**config.mk**
```make
export PLATFORM = sky130hd
export DESIGN_NAME = count_sched
export DESIGN_NICKNAME = d
export VERILOG_FILES = /design/src/rtl/count_sched_pkg.sv /design/src/rtl/count_sched_step_core.sv /design/src/rtl/count_sched.sv
export SDC_FILE = /design/constraint.sdc
export NUM_CORES = 1
export LEC_CHECK = 0
export CAP_MARGIN = 25
export CORE_MARGIN = 5
export CORE_UTILIZATION = 40
export CTS_CLUSTER_DIAMETER = 30
export DETAILED_ROUTE_END_ITERATION = 8
export GPL_TIMING_DRIVEN = 0
export HOLD_SLACK_MARGIN = 0.02
export PLACE_DENSITY = 0.68
export SYNTH_ARGS = -nofsm -noshare
export SYNTH_HDL_FRONTEND = slang
export SYNTH_SLANG_ARGS = --single-unit
export TNS_END_PERCENT = 50
```
**constraint.sdc**
```tcl
create_clock -name clk -period 5.5 [get_ports clk]
set_clock_uncertainty 0.15 [all_clocks]
set_input_delay 0.55 -clock clk [delete_from_list [all_inputs] [get_ports clk]]
set_output_delay 0.55 -clock clk [all_outputs]
set_load 0.02 [all_outputs]
```
**src/rtl/count_sched_pkg.sv**
```systemverilog
// Shared types for the two-requester even/odd counting scheduler.
package count_sched_pkg;

  localparam int WIDTH_D = 4;
  localparam int STEPW_D = 4;

  typedef enum logic [1:0] {IDLE, LOAD, RUN, DONE} sched_state_t;

  typedef struct packed {
    logic               ud;
    logic               oe;
    logic [WIDTH_D-1:0] start;
    logic [STEPW_D-1:0] steps;
  } sched_cmd_t;

endpackage

```
**src/rtl/count_sched_step_core.sv**
```systemverilog
// Counter datapath: parity alignment on load, +/-2 per step, modulo 2^WIDTH.
module count_step_core #(
  parameter int WIDTH = 4
) (
  input  logic             clk,
  input  logic             rst,
  input  logic             load,
  input  logic             step,
  input  logic             ud,
  input  logic             oe,
  input  logic [WIDTH-1:0] start,
  output logic [WIDTH-1:0] out
);

  logic [WIDTH-1:0] aligned;
  logic [WIDTH-1:0] stepped;

  // Nudging by one toward the count direction fixes parity without reversing travel.
  always_comb begin
    aligned = start;
    if (start[0] != oe) aligned = ud ? start + WIDTH'(1) : start - WIDTH'(1);
    stepped = ud ? out + WIDTH'(2) : out - WIDTH'(2);
  end

  always_ff @(posedge clk) begin
    if (rst)       out <= '0;
    else if (load) out <= aligned;
    else if (step) out <= stepped;
  end

endmodule

```
**src/rtl/count_sched.sv**
```systemverilog
// Round-robin scheduler sharing one up/down even/odd counter between two requesters.
// Optional abort support is built when COUNT_SCHED_ABORT_EN is defined.
module count_sched
  import count_sched_pkg::*;
#(
  parameter int WIDTH = WIDTH_D,
  parameter int STEPW = STEPW_D
) (
  input  logic             clk,
  input  logic             rst,
  input  logic             en,
  input  logic             req0_valid,
  output logic             req0_ready,
  input  logic             req0_ud,
  input  logic             req0_oe,
  input  logic [WIDTH-1:0] req0_start,
  input  logic [STEPW-1:0] req0_steps,
  input  logic             req1_valid,
  output logic             req1_ready,
  input  logic             req1_ud,
  input  logic             req1_oe,
  input  logic [WIDTH-1:0] req1_start,
  input  logic [STEPW-1:0] req1_steps,
`ifdef COUNT_SCHED_ABORT_EN
  input  logic             abort,
  output logic             done_abort,
`endif
  output logic [WIDTH-1:0] out,
  output logic             busy,
  output logic             owner,
  output logic             done,
  output logic             done_id
);

  sched_state_t     state;
  sched_cmd_t       cmd, cmd0, cmd1;
  logic [STEPW-1:0] steps_left;
  logic             last;
  logic             grant0, grant1;
  logic             stop;

  assign cmd0 = '{ud: req0_ud, oe: req0_oe, start: req0_start, steps: req0_steps};
  assign cmd1 = '{ud: req1_ud, oe: req1_oe, start: req1_start, steps: req1_steps};

  // On a tie the requester not served last wins; last resets to 1 so req0 wins first.
  assign grant0 = req0_valid & (~req1_valid | last);
  assign grant1 = req1_valid & (~req0_valid | ~last);

  assign req0_ready = en & (state == IDLE) & grant0;
  assign req1_ready = en & (state == IDLE) & grant1;

`ifdef COUNT_SCHED_ABORT_EN
  assign stop = abort;
`else
  assign stop = 1'b0;
`endif

  count_step_core #(.WIDTH(WIDTH)) u_core (
    .clk   (clk),
    .rst   (rst),
    .load  (en & (state == LOAD) & ~stop),
    .step  (en & (state == RUN) & ~stop),
    .ud    (cmd.ud),
    .oe    (cmd.oe),
    .start (cmd.start),
    .out   (out)
  );

  assign busy    = (state != IDLE);
  assign done    = (state == DONE);
  assign done_id = done & owner;

  always_ff @(posedge clk) begin
    if (rst) begin
      state      <= IDLE;
      cmd        <= '0;
      steps_left <= '0;
      owner      <= 1'b0;
      last       <= 1'b1;
`ifdef COUNT_SCHED_ABORT_EN
      done_abort <= 1'b0;
`endif
    end else if (en) begin
      case (state)
        IDLE: begin
          if (grant0 | grant1) begin
            cmd   <= grant1 ? cmd1 : cmd0;
            owner <= grant1;
            last  <= grant1;
            state <= LOAD;
          end
        end
        LOAD: begin
          if (stop) begin
            state <= DONE;
`ifdef COUNT_SCHED_ABORT_EN
            done_abort <= 1'b1;
`endif
          end else begin
            steps_left <= cmd.steps;
            state      <= (cmd.steps != '0) ? RUN : DONE;
          end
        end
        RUN: begin
          if (stop) begin
            state <= DONE;
`ifdef COUNT_SCHED_ABORT_EN
            done_abort <= 1'b1;
`endif
          end else begin
            steps_left <= steps_left - STEPW'(1);
            if (steps_left == STEPW'(1)) state <= DONE;
          end
        end
        DONE: begin
          state <= IDLE;
`ifdef COUNT_SCHED_ABORT_EN
          done_abort <= 1'b0;
`endif
        end
        default: state <= IDLE;
      endcase
    end
  end

endmodule

```
==> impl_metrics.yaml, run 1 <==
yosys:
  synthArstFlopShare: 0
  synth_cells: 154
  ys_seq_area_frac: 0.3194
  synth-edff-count: 0
  synthDistinctLibCells: 38
  synth-main-ff-cell: "dfxtp_1"
  yosys_warnings: 0
  syn_area_um2: 1379
  synthesis.nets: 190
  synth-seq-cells: 22
  syn_avg_cell_area_um2: 8.953
clock_network:
  clockBufferDepth: 2
  cts_root_buf: "clkbuf_4"
  cts_tree: "built"
  ctsHoldBuffers: 0
  ctsResizeCount: 0
  cts_setup_buffers: 0
  cts_buffers: 3
  path_clk_slew_ps: 120
  clkSinkCount: 22
  clock_latency_ps: 310
  htreeDepth: 1
global_route:
  first_global_vias: 1274
  grt_pass1_wl_mm: 5.526
  grt_max_degree: 14
  overflow: 0
  gr-usage-all-layers: 0.1524
  antenna_found_initial: 0
drt:
  drt_wl_total_mm: 3.220
  drtPass1Iterations: 4
  antenna_left: 0
  vias: 1245
  drtIter0Drc: 57
  viasPerCell: 5.231
  drc: 0
  wl_per_cell_um: 13.53
setup_path:
  required_ps: 4800
  crit_path_end_kind: "primary output"
  setup.worst_path.class: "in2out"
  path_max_fanout: 10
  startpoint_type: "input port"
  crit_arrival_ps: 2480
  crit_start: "en"
  r2r_slack_ps: 3500
  r2r-start: "steps_left[0]"
placement:
  place_congestion: 0.8048
  dp.cells: 234
  place_area_um2: 1777
  dp_hpwl_mm: 2.563
  io_buffers: 34
  post-place-ws_ps: 2308
power_and_ir_drop:
  power_frac_seq: 0.401
  switching_share: 0.3147
  power_density_nw_per_um2: 264.7
  switching_power_uw: 152.4
  clockPowerShare: 0.256
  ir_drop_uv: 109.5
  p_comb_frac: 0.343
  internal-power_uw: 331.9
  p_leak_nw: 0.6968
cells_and_area:
  drive_gt1_frac: 0.06250
  area_growth_pct: 32.67
  fin_area_um2: 1829
  nNetsFinal: 229
  diodes: 0
  final_cells: 238
floorplanning:
  core_um2: 3337
  start_util: 0.4132
  rows: 21
  die-area_um2: 4721
  io_pins: 35
  die-height_um: 68.71
  die_w_um: 68.71
timing:
  rsz0062_at_grt: "false"
  setup_tns_ps: 0
  fmax_mhz: 314.3
  relSlewSlack: 0.6433
  drv_slew: 0
  fin_crit_sh: 0.5785
  fin_crit_ps: 3182
  timing.final.ws_setup_ps: 2318
  tightest_slew_ps: 535.1
  hold_viol: 0
  setup_viol: 0
min_path:
  hold_class: "reg2reg"
  hp-start: "u_core.out[0]"
job:
  cap_violations: 0
run_status:
  status: "finished clean"
## flip-flops by register name, summed over array words and instances (netlist names)
register	flops
u_core.out	4
owner	1
cmd	10
state	2
last	1
steps_left	4
## cell usage after synthesis (2+ instances only)
library cell	instances	share of area
nand3_1	6	0.022
nand2_1	7	0.019
xor2_1	2	0.013
ha_1	9	0.082
fa_1	2	0.029
dfxtp_1	22	0.32
clkbuf_1	7	0.019
a21oi_1	11	0.040
a21o_1	2	0.011
mux2i_1	12	0.087
o21ai_0	4	0.015
nor3b_1	3	0.016
nor2_1	17	0.046
o211ai_1	4	0.022
a211oi_1	11	0.060
nor2b_1	2	0.0091
mux2_2	2	0.016
inv_1	11	0.030
## worst paths after layout
check | endpoint | cells after the start
max reg2reg | state[0] | 5
max | req0_ready | 5
min reg2reg | u_core.out[0] | 2
min | u_core.out[0] | 2
## per-stage QoR
stage               utilization  hold slack [ps]  total power, mW
detailed placement       0.5324            317.9           0.3641
global route             0.5482            361.3           0.5170
global placement         0.5324            311.2           0.3571
floorplan                     -            317.4           0.3064
CTS                      0.5482            341.3           0.4906
finish                   0.5482            342.6           0.4843
## critical path: stages
cell and delay, ps:
clkdlybuf4s50_1 580, clkbuf_1 400, nand3_1 190, a21oi_1 150, clkdlybuf4s50_1 610
## kinds of logic after synthesis
kind of cell / synth area share
adder cells (fa/ha/maj): 0.1107
AND/OR/NAND/NOR: 0.1525
multiplexers: 0.1035
flip-flops: 0.3194
AO/OA/AOI/OAI: 0.2314
XOR/XNOR: 0.02995
buffers and inverters: 0.05263
## power groups by stage
| stage | logic (mW) | clock network [mW] | registers, mW |
|---|---|---|---|
| 4_1_cts | 0.167 | 0.129 | 0.194 |
| 5_1_grt | 0.187 | 0.133 | 0.197 |
| 6_report | 0.166 | 0.124 | 0.194 |
| 3_3_place_gp | 0.161 | 0 | 0.196 |
| 2_1_floorplan | 0.109 | 0 | 0.197 |
| 3_5_place_dp | 0.166 | 0 | 0.198 |
## area by class of cell
type	instances	area, µm²
fill	327	1508
multi-input combinational	113	865.8
sequential	22	440.4
timing repair buffer	34	340.3
tap	46	57.56
inverter	11	41.29
buffer	8	31.28
clock inverter	1	30.03
clock buffer	3	22.52
## cell usage in the layout (no fill, tap or decap), types with 2 or more instances in the layout
cell type,instances
a21oi_1,11
nor2b_1,2
nor3b_1,3
clkdlybuf4s50_1,34
ha_1,9
o21ai_0,4
clkbuf_4,3
dfxtp_1,22
nor2_1,17
nand3_1,6
inv_1,11
fa_1,2
a21o_1,2
mux2i_1,12
o211ai_1,4
nand2_1,7
xor2_1,2
clkbuf_1,7
a211oi_1,11
mux2_2,2
## metal layers
layer | routed length (µm) | GRT usage
met5 | 0 | 0
met4 | 27 | 0.05596
met3 | 118 | 0.01783
met2 | 1523 | 0.2598
met1 | 1551 | 0.1964
(Power assumes the default switching activity.)
==> run 2, diff against run 1 <==
--- a/config.mk
+++ b/config.mk
@@ -12,7 +12,7 @@
 export DETAILED_ROUTE_END_ITERATION = 8
 export GPL_TIMING_DRIVEN = 0
 export HOLD_SLACK_MARGIN = 0.02
-export PLACE_DENSITY = 0.68
+export PLACE_DENSITY = 0.71
 export SYNTH_ARGS = -nofsm -noshare
 export SYNTH_HDL_FRONTEND = slang
 export SYNTH_SLANG_ARGS = --single-unit
==> constraint.sdc (replaced) <==
create_clock -name clk -period 2.7 [get_ports clk]
set_clock_uncertainty 0.15 [all_clocks]
set_input_delay 0.27 -clock clk [delete_from_list [all_inputs] [get_ports clk]]
set_output_delay 0.27 -clock clk [all_outputs]
set_load 0.02 [all_outputs]
==> run 2 against run 1 <==
  * Final cell count is the same
  * Sequential share of layout area grew 0.20 points
  * Clock power grew 52%
  * Global-route usage is essentially flat
  * Sequential power grew 100%
  * Combinational power grew 100%
  * Critical path depth is the same
  * Non-clock buffer count is the same
  * Final area shrank 0.82%
  * Critical endpoint unchanged
==> impl_metrics.yaml, run 2 (synthesis results as in run 1) <==
job:
  cap_violations: 0
cells_and_area:
  nFillCells: 320
  fin_area_um2: 1814
  nNetsFinal: 229
  final_cell_mix: "34 x clkdlybuf4s50_1, 22 x dfxtp_1, 17 x nor2_1"
  largest_reg_flops: 10
  largest-register: "cmd"
  diodes: 0
  final_cells: 238
  drive_gt1_frac: 0.06771
  area_growth_pct: 31.58
  mostFrequentLayoutCell: "clkdlybuf4s50_1"
  top_regs: "cmd: 10 flops, steps_left: 4 flops, u_core.out: 4 flops"
timing:
  hold_slack_ps: 332.1
  relSlewSlack: 0.6802
  fin_crit_sh: 0.9332
  fin_crit_ps: 2520
  hold_viol: 0
  rsz0062_at_grt: "false"
  setup_viol: 0
  drv_slew: 0
  timing.final.ws_setup_ps: 180.4
  tightest_slew_ps: 479.8
  fmax_mhz: 396.9
  setup_tns_ps: 0
global_route:
  grt_max_degree: 13
  gr-usage-all-layers: 0.1521
  antenna_found_initial: 0
  overflow: 0
  grt_pass1_wl_mm: 5.499
  first_global_vias: 1219
floorplanning:
  core_um2: 3337
  die-height_um: 68.71
  die-area_um2: 4721
  start_util: 0.4132
  rows: 21
  die_w_um: 68.71
  io_pins: 35
clock_network:
  cts_buffers: 3
  path_clk_slew_ps: 120
  clock_latency_ps: 310
  cts_tree: "built"
  htreeDepth: 1
  clockBufferDepth: 2
  cts_root_buf: "clkbuf_4"
  ctsHoldBuffers: 0
  clkSinkCount: 22
setup_path:
  reg2reg_to: "cmd[6]"
  crit_path_end_kind: "primary output"
  r2r-start: "state[0]"
  path_max_fanout: 5
  startpoint_type: "flip-flop"
  setup.worst_path.class: "reg2out"
  crit_arrival_ps: 2100
  ff2ff_path_depth: 7
  required_ps: 2280
  r2r_slack_ps: 710
placement:
  io_buffers: 34
  place_area_um2: 1777
  post-place-ws_ps: 47.92
  place_congestion: 0.7735
  dp_hpwl_mm: 2.562
  dp.cells: 234
min_path:
  holdPathEnd: "u_core.out[0]"
  min_delay_path_depth: 2
  hold_class: "reg2reg"
  hp-start: "u_core.out[0]"
drt:
  wl_per_cell_um: 13.24
  drc: 0
  vias: 1241
  drtPass1Iterations: 5
  drt_wl_total_mm: 3.151
  antenna_left: 0
  drtIter0Drc: 61
  viasPerCell: 5.214
run_status:
  status: "finished clean"
power_and_ir_drop:
  p_leak_nw: 0.6928
  power_density_nw_per_um2: 507.9
  ir_drop_uv: 206.3
-- run 2: cell types whose count changed in the layout (fill, tap and decap cells not counted) --
| cell | before | now |
|---|---|---|
| bufinv_16 | 1 | 0 |
| clkbuf_1 | 7 | 6 |
| clkbuf_8 | 0 | 1 |
| clkbuf_2 | 0 | 1 |
-- run 2: worst max path at each step --
| stage | start | endpoint | cells after the start |
|---|---|---|---|
| final | state[0] | req0_ready | 5 |
| after global placement | en | req0_ready | 5 |
| after global routing | state[0] | req0_ready | 5 |
| after detailed placement | en | req0_ready | 5 |
| after floorplan | steps_left[0] | state[0] | 5 |
| after CTS | en | req0_ready | 5 |
-- run 2: metal layers --
metal	global-route usage	share of wire	vias to the layer above
met5	0	0	-
met4	0.05109	0.019	0
met3	0.02107	0.058	7
met2	0.2598	0.47	48
met1	0.1957	0.46	553
li1	-	-	633
-- run 2: worst max-delay path, cell delays in order (launching register included) --
cell,delay [ps]
dfxtp_1,350
inv_1,180
ha_1,330
nand3_1,160
a21oi_1,150
clkdlybuf4s50_1,620
-- run 2: power breakdown --
part	switching, mW	leakage [nW]	internal, mW	total, mW
registers	0.0353	0.180	0.359	0.395
clock network	0.106	0.0210	0.0825	0.188
logic	0.172	0.491	0.166	0.339
total	0.313	0.693	0.608	0.921
-- run 2: cell type report --
type                    instances  area [µm²]  area share
plain buffers                   8       32.53     0.01793
clock buffers                   4       36.28     0.02000
inverters                      11       41.29     0.02276
multi-input cells             113       865.8      0.4772
flip-flops and latches         22       440.4      0.2428
well taps                      46       57.56     0.03172
repair buffers                 34       340.3      0.1876
-- run 2: what timing repair did --
item | in CTS | in global routing
buffers inserted | 0 | 0
gates resized for setup | 0 | 2
endpoints found under the setup margin | 0 | 1
-- run 2: per-stage QoR --
step / utilization / total power [mW]
6_report: 0.5437 / 0.9215
3_3_place_gp: 0.5324 / 0.7259
2_1_floorplan: - / 0.6242
4_1_cts: 0.5433 / 0.9197
3_5_place_dp: 0.5324 / 0.7411
5_1_grt: 0.5437 / 0.9837
